<file path="src/rtl/apb_pkg.sv">
// Shared constants and FSM state encoding for the APB command master.
package apb_pkg;

  localparam int ADDR_WIDTH = 10;

  localparam logic [ADDR_WIDTH-1:0] DATA_REG_ADDR   = ADDR_WIDTH'(5);
  localparam logic [ADDR_WIDTH-1:0] CONFIG_REG_ADDR = ADDR_WIDTH'(6);
  localparam logic [ADDR_WIDTH-1:0] STATUS_REG_ADDR = ADDR_WIDTH'(7);

  typedef enum logic [1:0] {
    IDLE   = 2'd0,
    SETUP  = 2'd1,
    ACCESS = 2'd2,
    RESP   = 2'd3
  } apb_state_e;

endpackage

</file>
<file path="src/rtl/apb_timeout_cnt.sv">
// ACCESS-phase wait counter; expire_o flags the TIMEOUT_CYCLES-th consecutive wait cycle.
module apb_timeout_cnt #(
  parameter int TIMEOUT_CYCLES = 16
) (
  input  logic clk,
  input  logic rst_n,
  input  logic clear_i,
  input  logic enable_i,
  output logic expire_o
);

  localparam logic [7:0] LAST_WAIT = 8'(TIMEOUT_CYCLES - 1);

  logic [7:0] cnt_q;
  logic [7:0] cnt_d;

  assign expire_o = enable_i && (cnt_q == LAST_WAIT);

  // NOTE: cnt_d gets its default first so no path leaves it unassigned (no latch).
  always_comb begin
    cnt_d = cnt_q;
    if (clear_i) begin
      cnt_d = '0;
    end else if (enable_i && !expire_o) begin
      cnt_d = cnt_q + 8'd1;
    end
  end

  // NOTE: state updates use <= so every register samples pre-edge values.
  always_ff @(posedge clk or negedge rst_n) begin
    if (!rst_n) begin
      cnt_q <= '0;
    end else begin
      cnt_q <= cnt_d;
    end
  end

endmodule

</file>
<file path="src/rtl/apb_cmd_master.sv">
// Converts a valid/ready command into one APB transfer and returns a held response.
module apb_cmd_master
  import apb_pkg::*;
#(
  parameter int ADDR_WIDTH     = apb_pkg::ADDR_WIDTH,
  parameter int TIMEOUT_CYCLES = 16
) (
  input  logic                  pclk,
  input  logic                  preset_n,
  input  logic                  cmd_valid,
  output logic                  cmd_ready,
  input  logic                  cmd_write,
  input  logic [ADDR_WIDTH-1:0] cmd_addr,
  input  logic [31:0]           cmd_wdata,
  input  logic [3:0]            cmd_strb,
  output logic                  rsp_valid,
  input  logic                  rsp_ready,
  output logic [31:0]           rsp_rdata,
  output logic                  rsp_err,
  output logic                  rsp_timeout,
  output logic [ADDR_WIDTH-1:0] paddr,
  output logic                  psel1,
  output logic                  penable,
  output logic                  pwrite,
  output logic [31:0]           pwdata,
  output logic [3:0]            pstrb,
  input  logic                  pready,
  input  logic [31:0]           prdata,
  input  logic                  pslverr
);

  apb_state_e            state_q;
  logic                  cmd_ready_q;
  logic [ADDR_WIDTH-1:0] paddr_q;
  logic                  psel_q, penable_q, pwrite_q;
  logic [31:0]           pwdata_q;
  logic [3:0]            pstrb_q;
  logic                  rsp_valid_q, rsp_err_q, rsp_timeout_q;
  logic [31:0]           rsp_rdata_q;

  logic accept;
  logic wait_cycle;
  logic tmo_expire;

  // cmd_ready_q is only ever set while in IDLE, so it alone qualifies acceptance.
  assign accept     = cmd_valid && cmd_ready_q;
  assign wait_cycle = (state_q == ACCESS) && !pready;

  apb_timeout_cnt #(
    .TIMEOUT_CYCLES(TIMEOUT_CYCLES)
  ) u_timeout_cnt (
    .clk     (pclk),
    .rst_n   (preset_n),
    .clear_i (accept),
    .enable_i(wait_cycle),
    .expire_o(tmo_expire)
  );

  always_ff @(posedge pclk or negedge preset_n) begin
    if (!preset_n) begin
      state_q       <= IDLE;
      cmd_ready_q   <= 1'b0;
      paddr_q       <= '0;
      psel_q        <= 1'b0;
      penable_q     <= 1'b0;
      pwrite_q      <= 1'b0;
      pwdata_q      <= '0;
      pstrb_q       <= '0;
      rsp_valid_q   <= 1'b0;
      rsp_err_q     <= 1'b0;
      rsp_timeout_q <= 1'b0;
      rsp_rdata_q   <= '0;
    end else begin
      case (state_q)
        IDLE: begin
          cmd_ready_q <= 1'b1;
          if (accept) begin
            cmd_ready_q <= 1'b0;
            paddr_q     <= cmd_addr;
            pwrite_q    <= cmd_write;
            pwdata_q    <= cmd_write ? cmd_wdata : '0;
            pstrb_q     <= cmd_write ? cmd_strb : '0;
            psel_q      <= 1'b1;
            penable_q   <= 1'b0;
            state_q     <= SETUP;
          end
        end
        SETUP: begin
          penable_q <= 1'b1;
          state_q   <= ACCESS;
        end
        ACCESS: begin
          // A completing pready takes priority over an expiring wait counter.
          if (pready) begin
            rsp_rdata_q   <= pwrite_q ? '0 : prdata;
            rsp_err_q     <= pslverr;
            rsp_timeout_q <= 1'b0;
            rsp_valid_q   <= 1'b1;
            psel_q        <= 1'b0;
            penable_q     <= 1'b0;
            state_q       <= RESP;
          end else if (tmo_expire) begin
            rsp_rdata_q   <= '0;
            rsp_err_q     <= 1'b1;
            rsp_timeout_q <= 1'b1;
            rsp_valid_q   <= 1'b1;
            psel_q        <= 1'b0;
            penable_q     <= 1'b0;
            state_q       <= RESP;
          end
        end
        RESP: begin
          if (rsp_ready) begin
            rsp_valid_q <= 1'b0;
            cmd_ready_q <= 1'b1;
            state_q     <= IDLE;
          end
        end
        default: state_q <= IDLE;
      endcase
    end
  end

  assign cmd_ready   = cmd_ready_q;
  assign paddr       = paddr_q;
  assign psel1       = psel_q;
  assign penable     = penable_q;
  assign pwrite      = pwrite_q;
  assign pwdata      = pwdata_q;
  assign pstrb       = pstrb_q;
  assign rsp_valid   = rsp_valid_q;
  assign rsp_rdata   = rsp_rdata_q;
  assign rsp_err     = rsp_err_q;
  assign rsp_timeout = rsp_timeout_q;

endmodule
</file>
<file path="config.mk">
export PLATFORM = sky130hd
export DESIGN_NAME = apb_cmd_master
export DESIGN_NICKNAME = d
export VERILOG_FILES = /design/src/rtl/apb_pkg.sv /design/src/rtl/apb_timeout_cnt.sv /design/src/rtl/apb_cmd_master.sv
export SDC_FILE = /design/constraint.sdc
export NUM_CORES = 1
export LEC_CHECK = 0
export BUFFER_PORTS_ARGS = -buffer_cell sky130_fd_sc_hd__buf_2
export CAP_MARGIN = 20
export CORE_UTILIZATION = 43
export DETAILED_ROUTE_END_ITERATION = 12
export PLACE_DENSITY = 0.8
export SLEW_MARGIN = 10
export SYNTH_ARGS = -nofsm -noshare
export SYNTH_HDL_FRONTEND = slang
export SYNTH_HIERARCHICAL = 1
export SYNTH_SLANG_ARGS = --single-unit
</file>
<file path="constraint.sdc">
create_clock -name pclk -period 2.3 [get_ports pclk]
set_input_delay 0.115 -clock pclk [delete_from_list [all_inputs] [get_ports pclk]]
set_output_delay 0.115 -clock pclk [all_outputs]
set_load 0.01 [all_outputs]
</file>
# Word-level counts from Yosys, hierarchy flattened
# Cells that the tools add are included.
totals:
  ff_bits: 95
  inputBits: 85
  out_inout_bits: 85
  wordCells: 68
classes:
  add_sub_neg: 1
  n_eq_ne: 7
  muxes: 27
  reduce_logical: 20
op_table:
  columns: ["cell", "count"]
  rows:
  - ["2-to-1 mux 32 bit", 4]
  - ["2-to-1 mux 8 bit", 2]
  - ["AND reduction 3 bit", 4]
  - ["2-to-1 mux 1 bit", 11]
  - ["nonzero test 2 bit", 5]
  - ["adder 8 x 1 -> 8 bit, second input constant", 1]
  - ["== test 8 x 4 -> 1 bit, second input constant", 1]
  - ["2-to-1 mux 2 bit", 4]
  - ["one-hot mux 2 bit (4 select lines)", 1]
  - ["one-hot mux 1 bit (2 select lines)", 3]
  - ["AND reduction 2 bit", 3]
  - ["== test 2 bit, second input constant", 2]
  - ["logical AND 1 bit", 4]
  - ["2-to-1 mux 4 bit", 1]
  - ["inequality test 2 bit, second input constant", 2]
  - ["inequality test 3 x 2 -> 1 bit, second input constant", 1]
  - ["one-hot mux 1 bit (3 select lines)", 1]
  - ["nonzero test 3 bit", 1]
  - ["== test 2 x 1 -> 1 bit, second input constant", 1]
  - ["zero test 1 bit", 2]
  - ["zero test 2 bit", 1]

# Depth between registers and ports, before layout
depth:
  depth_word: 7
  ltp_mapped: 10
  mapped_depth_nobuf: 8

# Cells and area by module
# The synthesis kept the hierarchy.
by_module_without_submodules:
  columns: ["mod", "n_inst", "cells_each", "area_each_um2", "seq_area_each_um2"]
  rows:
  - ["apb_cmd_master", 1, 362, 3583.4, 2177.1]
  - ["apb_timeout_cnt", 1, 47, 457.9, 200.2]

# Worst setup path before layout
# No wires, ideal clock.
synth_path:
  path_kind: "register to register"
  from: "reg state_q[0]"
  to: "reg state_q[1]"
  setup_ns: 0.125
  arrival_time_ns: 2.035
  required_ns: 2.175
  slack_ns: 0.140
  path_stages_with_launch: 9
  n_path_buf: 0
  synth_period_minus_slack_ns: 2.160
  cell_sequence: "dfrtp_1 inv_1 ha_1 nor2b_1 nand4_1 nor2_1 nor3b_2 nor3_2 mux2_2"
synth_between:
  elab_chain_len: 5
  elab_cells_between_ends: 11
  classes_between: "6 x eq/ne; 1 x mux; 4 x reduce/logical"
synth_lines:
  columns: ["item", "line", "source"]
  rows:
  - ["start: declaration", "apb_cmd_master.sv:32", "apb_state_e state_q;"]
  - ["start signal: assignment", "apb_cmd_master.sv:61", "state_q <= IDLE;"]
  - ["start signal: assignment", "apb_cmd_master.sv:85", "state_q <= SETUP;"]
  - ["start signal: assignment", "apb_cmd_master.sv:90", "state_q <= ACCESS;"]
  - ["== test 2 bit", "apb_cmd_master.sv:47", "assign wait_cycle = (state_q == ACCESS) && !pready;"]
  - ["logical AND 1 bit", "apb_cmd_master.sv:47", null]
  - ["net wait_cycle", "apb_cmd_master.sv:42", "logic wait_cycle;"]
  - ["logical AND 1 bit", "apb_timeout_cnt.sv:17", "assign expire_o = enable_i && (cnt_q == LAST_WAIT);"]
  - ["net tmo_expire", "apb_cmd_master.sv:43", "logic tmo_expire;"]
  - ["inequality test 3 x 2 -> 1 bit (no line)", null, null]
  - ["AND reduction 3 bit (no line)", null, null]
# The timed path passes the listed nets, and every way through them passes these cells.
# A chain may end at the register's enable or synchronous reset.

# Worst setup path in the final report
layout_path:
  from: "reg state_q[0]"
  to: "reg penable_q (netlist: penable)"
layout_between:
  elab_chain_len: 5
  elab_cells_between_ends: 10
  classes_between: "4 x eq/ne; 1 x mux; 5 x reduce/logical"
layout_lines:
  columns: ["item", "line", "source"]
  rows:
  - ["== test 2 bit", "apb_cmd_master.sv:47", null]
  - ["logical AND 1 bit", "apb_cmd_master.sv:47", null]
  - ["net wait_cycle", "apb_cmd_master.sv:42", null]
  - ["logical AND 1 bit", "apb_timeout_cnt.sv:17", null]
  - ["net tmo_expire", "apb_cmd_master.sv:43", null]
  - ["inequality test 3 x 2 -> 1 bit (no line)", null, null]
  - ["AND reduction 3 bit (no line)", null, null]
  - ["end signal: assignment", "apb_cmd_master.sv:65", "penable_q <= 1'b0;"]
  - ["end signal: assignment", "apb_cmd_master.sv:84", "penable_q <= 1'b0;"]
  - ["end signal: assignment", "apb_cmd_master.sv:89", "penable_q <= 1'b1;"]
  - ["end: declaration", "apb_cmd_master.sv:35", "logic psel_q, penable_q, pwrite_q;"]
# The timed path passes the listed nets, and every way through them passes these cells.

==> metrics.md <==
| Metric | Value |
|---|---|
| Wire length of the first global-routing pass | 16.9 mm |
| Sink count of the clock tree | 95 |
| Initial cell density of the core | 44.2% |
| Overall global routing resource usage | 21.6% |
| Most frequent cells after synthesis | 141 x sky130_fd_sc_hd__nand2_1, 95 x sky130_fd_sc_hd__dfrtp_1, 48 x sky130_fd_sc_hd__o21ai_0 |
| Measured slew at the worst slew-check pin | 0.637 ns |
| Number of buffers on the longest clock path | 2 |
| Syn Area/Cell | 9.88 µm² |
| Maximum number of pins on one net before global-route repair | 85 |
| Multi-input logic area | 0.00150 mm² |
| Internal Dissipation | 4.03 mW |
| Element type at the critical path end | register |
| Top-area cell type share of the netlist area | 58.8% |
| Max H-tree Level | 3 |
| Count of buffers inserted at the top-level ports | 169 |
| Worst-path cell with the longest stage delay | sky130_fd_sc_hd__dfrtp_1 |
| Die ar. | 0.00979 mm² |
| Minimum clock period after layout | 2.10 ns |
| Clock tree from TritonCTS | yes |
| TritonCTS buffer count | 9 |
| Mapped Cells | 409 |
| Number of nets produced by synthesis | 500 |
| Worst EP arrival | 2.35 ns |
| Die X-Extent | 98.9 µm |
| Data required time of the worst path | 2.55 ns |
| Proportion of synthesized chip area in sequential cells | 58.8% |
| Power share of the sequential group | 42.3% |
| Worst Path Class, Setup | register to register |
| Number of search-and-repair iterations in the first detailed-routing pass | 6 |
| Drt drc | 0 |
| Power per standard cell area | 1080 mW/mm² |
| Result of the run | finished clean |
| GR Overflow Total | 0 |
| VDD IR max | 0.000506 V |
| Timing-limited maximum frequency | 475 MHz |
| Dominant cell type by area after synthesis | sky130_fd_sc_hd__dfrtp_1 |
| Largest driver fanout on the critical path | 5 |
| Clock-pin slew reported for the worst setup and hold paths after clock tree synthesis | 0.10 ns |
| Post-DR wirelength/cell | 14.0 µm |
| Ordered cell list for the critical path | inv_1 -> ha_2 -> nor2b_1 -> nand4_1 -> nor2_2 -> nor3b_2 -> nor3_1 -> mux2_2 |
| Switching portion of total power | 36.4% |
| Total of flip-flops plus latches after synthesis | 95 |
| Instance count after placement with tap cells included | 670 |
| Reg-to-reg setup timing slack | 0.20 ns |
| Most repeated cell in the gate-level netlist after synthesis | sky130_fd_sc_hd__nand2_1 |
| Number of antenna violations at the first check in global routing | 0 |
| Ratio of cells with drive above 1 in the final layout | 33.8% |
| Boundary pin count | 170 |
| Area Overhead vs Synth | 44.9% |
| Vias | 3714 |
| Delay of the slowest cell on the worst path | 0.44 ns |
| Setup repair after global routing missed its margin | no |
| Die height | 98.9 µm |
| Worst slew margin relative to its limit | 57.5% |
| Most area-consuming cells after synthesis | sky130_fd_sc_hd__dfrtp_1 59%, sky130_fd_sc_hd__nand2_1 13%, sky130_fd_sc_hd__o21ai_0 5.9% |
| Comb power frac | 38.2% |
| Part of the power in the clock network | 19.6% |
| Main synth FF type | sky130_fd_sc_hd__dfrtp_1 |
| Number of global-route vias before repair | 3646 |
| Count of standard-cell rows | 35 |
| Clock skew | 0.0107 ns |
| Leakage power | 2.99 nW |
| Starting DRC count in detailed routing | 96 |
| Number of distinct library cells after synthesis | 35 |
| Type of the most critical hold path | input pin to register |
| Antenna fix cells | 0 |
| Share of synthesized flip-flops with an asynchronous set or reset | 100% |
| ANT nets after route | 0 |
| Final cell utilization of the core | 64.0% |
| Root buffer selected by CTS | sky130_fd_sc_hd__clkbuf_8 |
| Count of nets after finishing | 726 |
| Crit start category | register |
| Post-route total power | 6.34 mW |
| Final wirelength | 10.5 mm |
| Number of fill cells | 692 |
| Number of enable-type register cells in the synthesized netlist | 0 |
| Final worst-path cycle share | 91.5% |
| Max-slew violation count | 0 |
| Non-filler instance count after layout | 751 |
| Max Cap Violations | 0 |
| Net switching power of the design | 2.31 mW |
| Yosys Warn Count | 6 |
| Mean number of vias per cell | 4.95 |
| Register area | 0.00238 mm² |
| Core Footprint | 0.00915 mm² |
| Final Hold Violating Endpoints | 0 |
| Setup tns final | 0 ns |
| Clock latency reported for the late side of the worst-skew pair | 0.35 ns |
| Final Setup Violations | 0 |
| RD Place Congestion | 0.767 |
| Cell area after synthesis | 0.00404 mm² |
| Estimated wirelength of the detail-placed design | 6.43 mm |
## power by group through the flow
stage / Sequential, mW / Combinational (mW) / Clock (mW)
after floorplan: 2.95 / 1.09 / 0
after global placement: 2.65 / 2.23 / 0
after detailed placement: 2.69 / 2.32 / 0
after CTS: 2.67 / 2.39 / 1.28
after global routing: 2.76 / 2.67 / 1.35
final: 2.68 / 2.42 / 1.24
## cells by family (layout without fill, tap and decap cells)
group | after synthesis | count (layout) | synth area share [%]
AND/OR/NAND/NOR | 168 | 168 | 17.7
flip-flops | 95 | 95 | 58.8
multiplexers | 15 | 15 | 4.89
adder cells (fa/ha/maj) | 6 | 6 | 1.86
buffers and inverters | 32 | 263 | 4.37
AO/OA/AOI/OAI | 93 | 93 | 12.3
## placed cells by master, fill, tap and decap left out, drive strengths merged, types with 3 or more instances in the layout
cell type    count
a21oi            7
buf            176
clkbuf          10
dfrtp           95
dlygate4sd3     64
ha               6
inv              8
mux2            14
nand2          141
nand3            4
nor2             3
nor2b            6
nor3             3
o21ai           79
## flip-flops by register name (all words and copies together), names as in the netlist
| register | count |
|---|---|
| pstrb | 4 |
| state_q | 2 |
| penable | 1 |
| rsp_valid | 1 |
| pwdata | 32 |
| paddr | 10 |
| rsp_timeout | 1 |
| u_timeout_cnt/cnt_q | 8 |
| rsp_rdata | 32 |
| psel1 | 1 |
| pwrite | 1 |
| rsp_err | 1 |
| cmd_ready | 1 |
## stage by stage
stage	hold WS [ns]	worst slack [ns]	cell area, µm²
after floorplan	-0.181	0.140	4040
after global placement	0.150	0.236	4970
after detailed placement	0.157	0.0766	4970
final	0.0160	0.195	5850
after CTS	0.00112	0.0629	5840
after global routing	0.0151	0.0605	5850
## final cells by class
type	count	area share (%)
repair buffers	240	27.0
inverters	7	0.449
flip-flops and latches	95	40.6
clock inverters	6	1.58
clock buffers	10	2.35
multi-input cells	282	25.7
well taps	111	2.37
## metal layers
metal / vias to the layer above / GRT usage [%] / share of wire [%]
met5: - / 0 / 0
met4: 0 / 6.20 / 1.3
met3: 13 / 4.54 / 8.2
met2: 159 / 36.9 / 48
met1: 1742 / 27.8 / 43
li1: 1800 / - / -
## what timing repair did
item,4_1_cts,5_1_grt
hold buffers,64,0
setup buffers,0,1
endpoints found under the hold margin,108,0
gates resized for setup,0,2
setup endpoints to repair,0,36
## worst paths after layout
check,startpoint,end,depth (start not counted)
max in group asynchronous,preset_n,pwdata[7],3
setup reg to reg,state_q[0],penable,8
setup / recovery,state_q[0],penable,8
hold / removal,cmd_wdata[31],pwdata[31],3
min in group asynchronous,preset_n,rsp_rdata[23],2
hold reg to reg,pwdata[1],pwdata[1],2
## worst max-delay path: cells and delay by family (launching register included)
kind	cells	cell delay, ns
muxes	1	0.36
and+or+nand+nor	5	0.85
buffers and inverters	1	0.11
DFF	1	0.44
adders and majority gates	1	0.25
(Power assumes the default switching activity.)
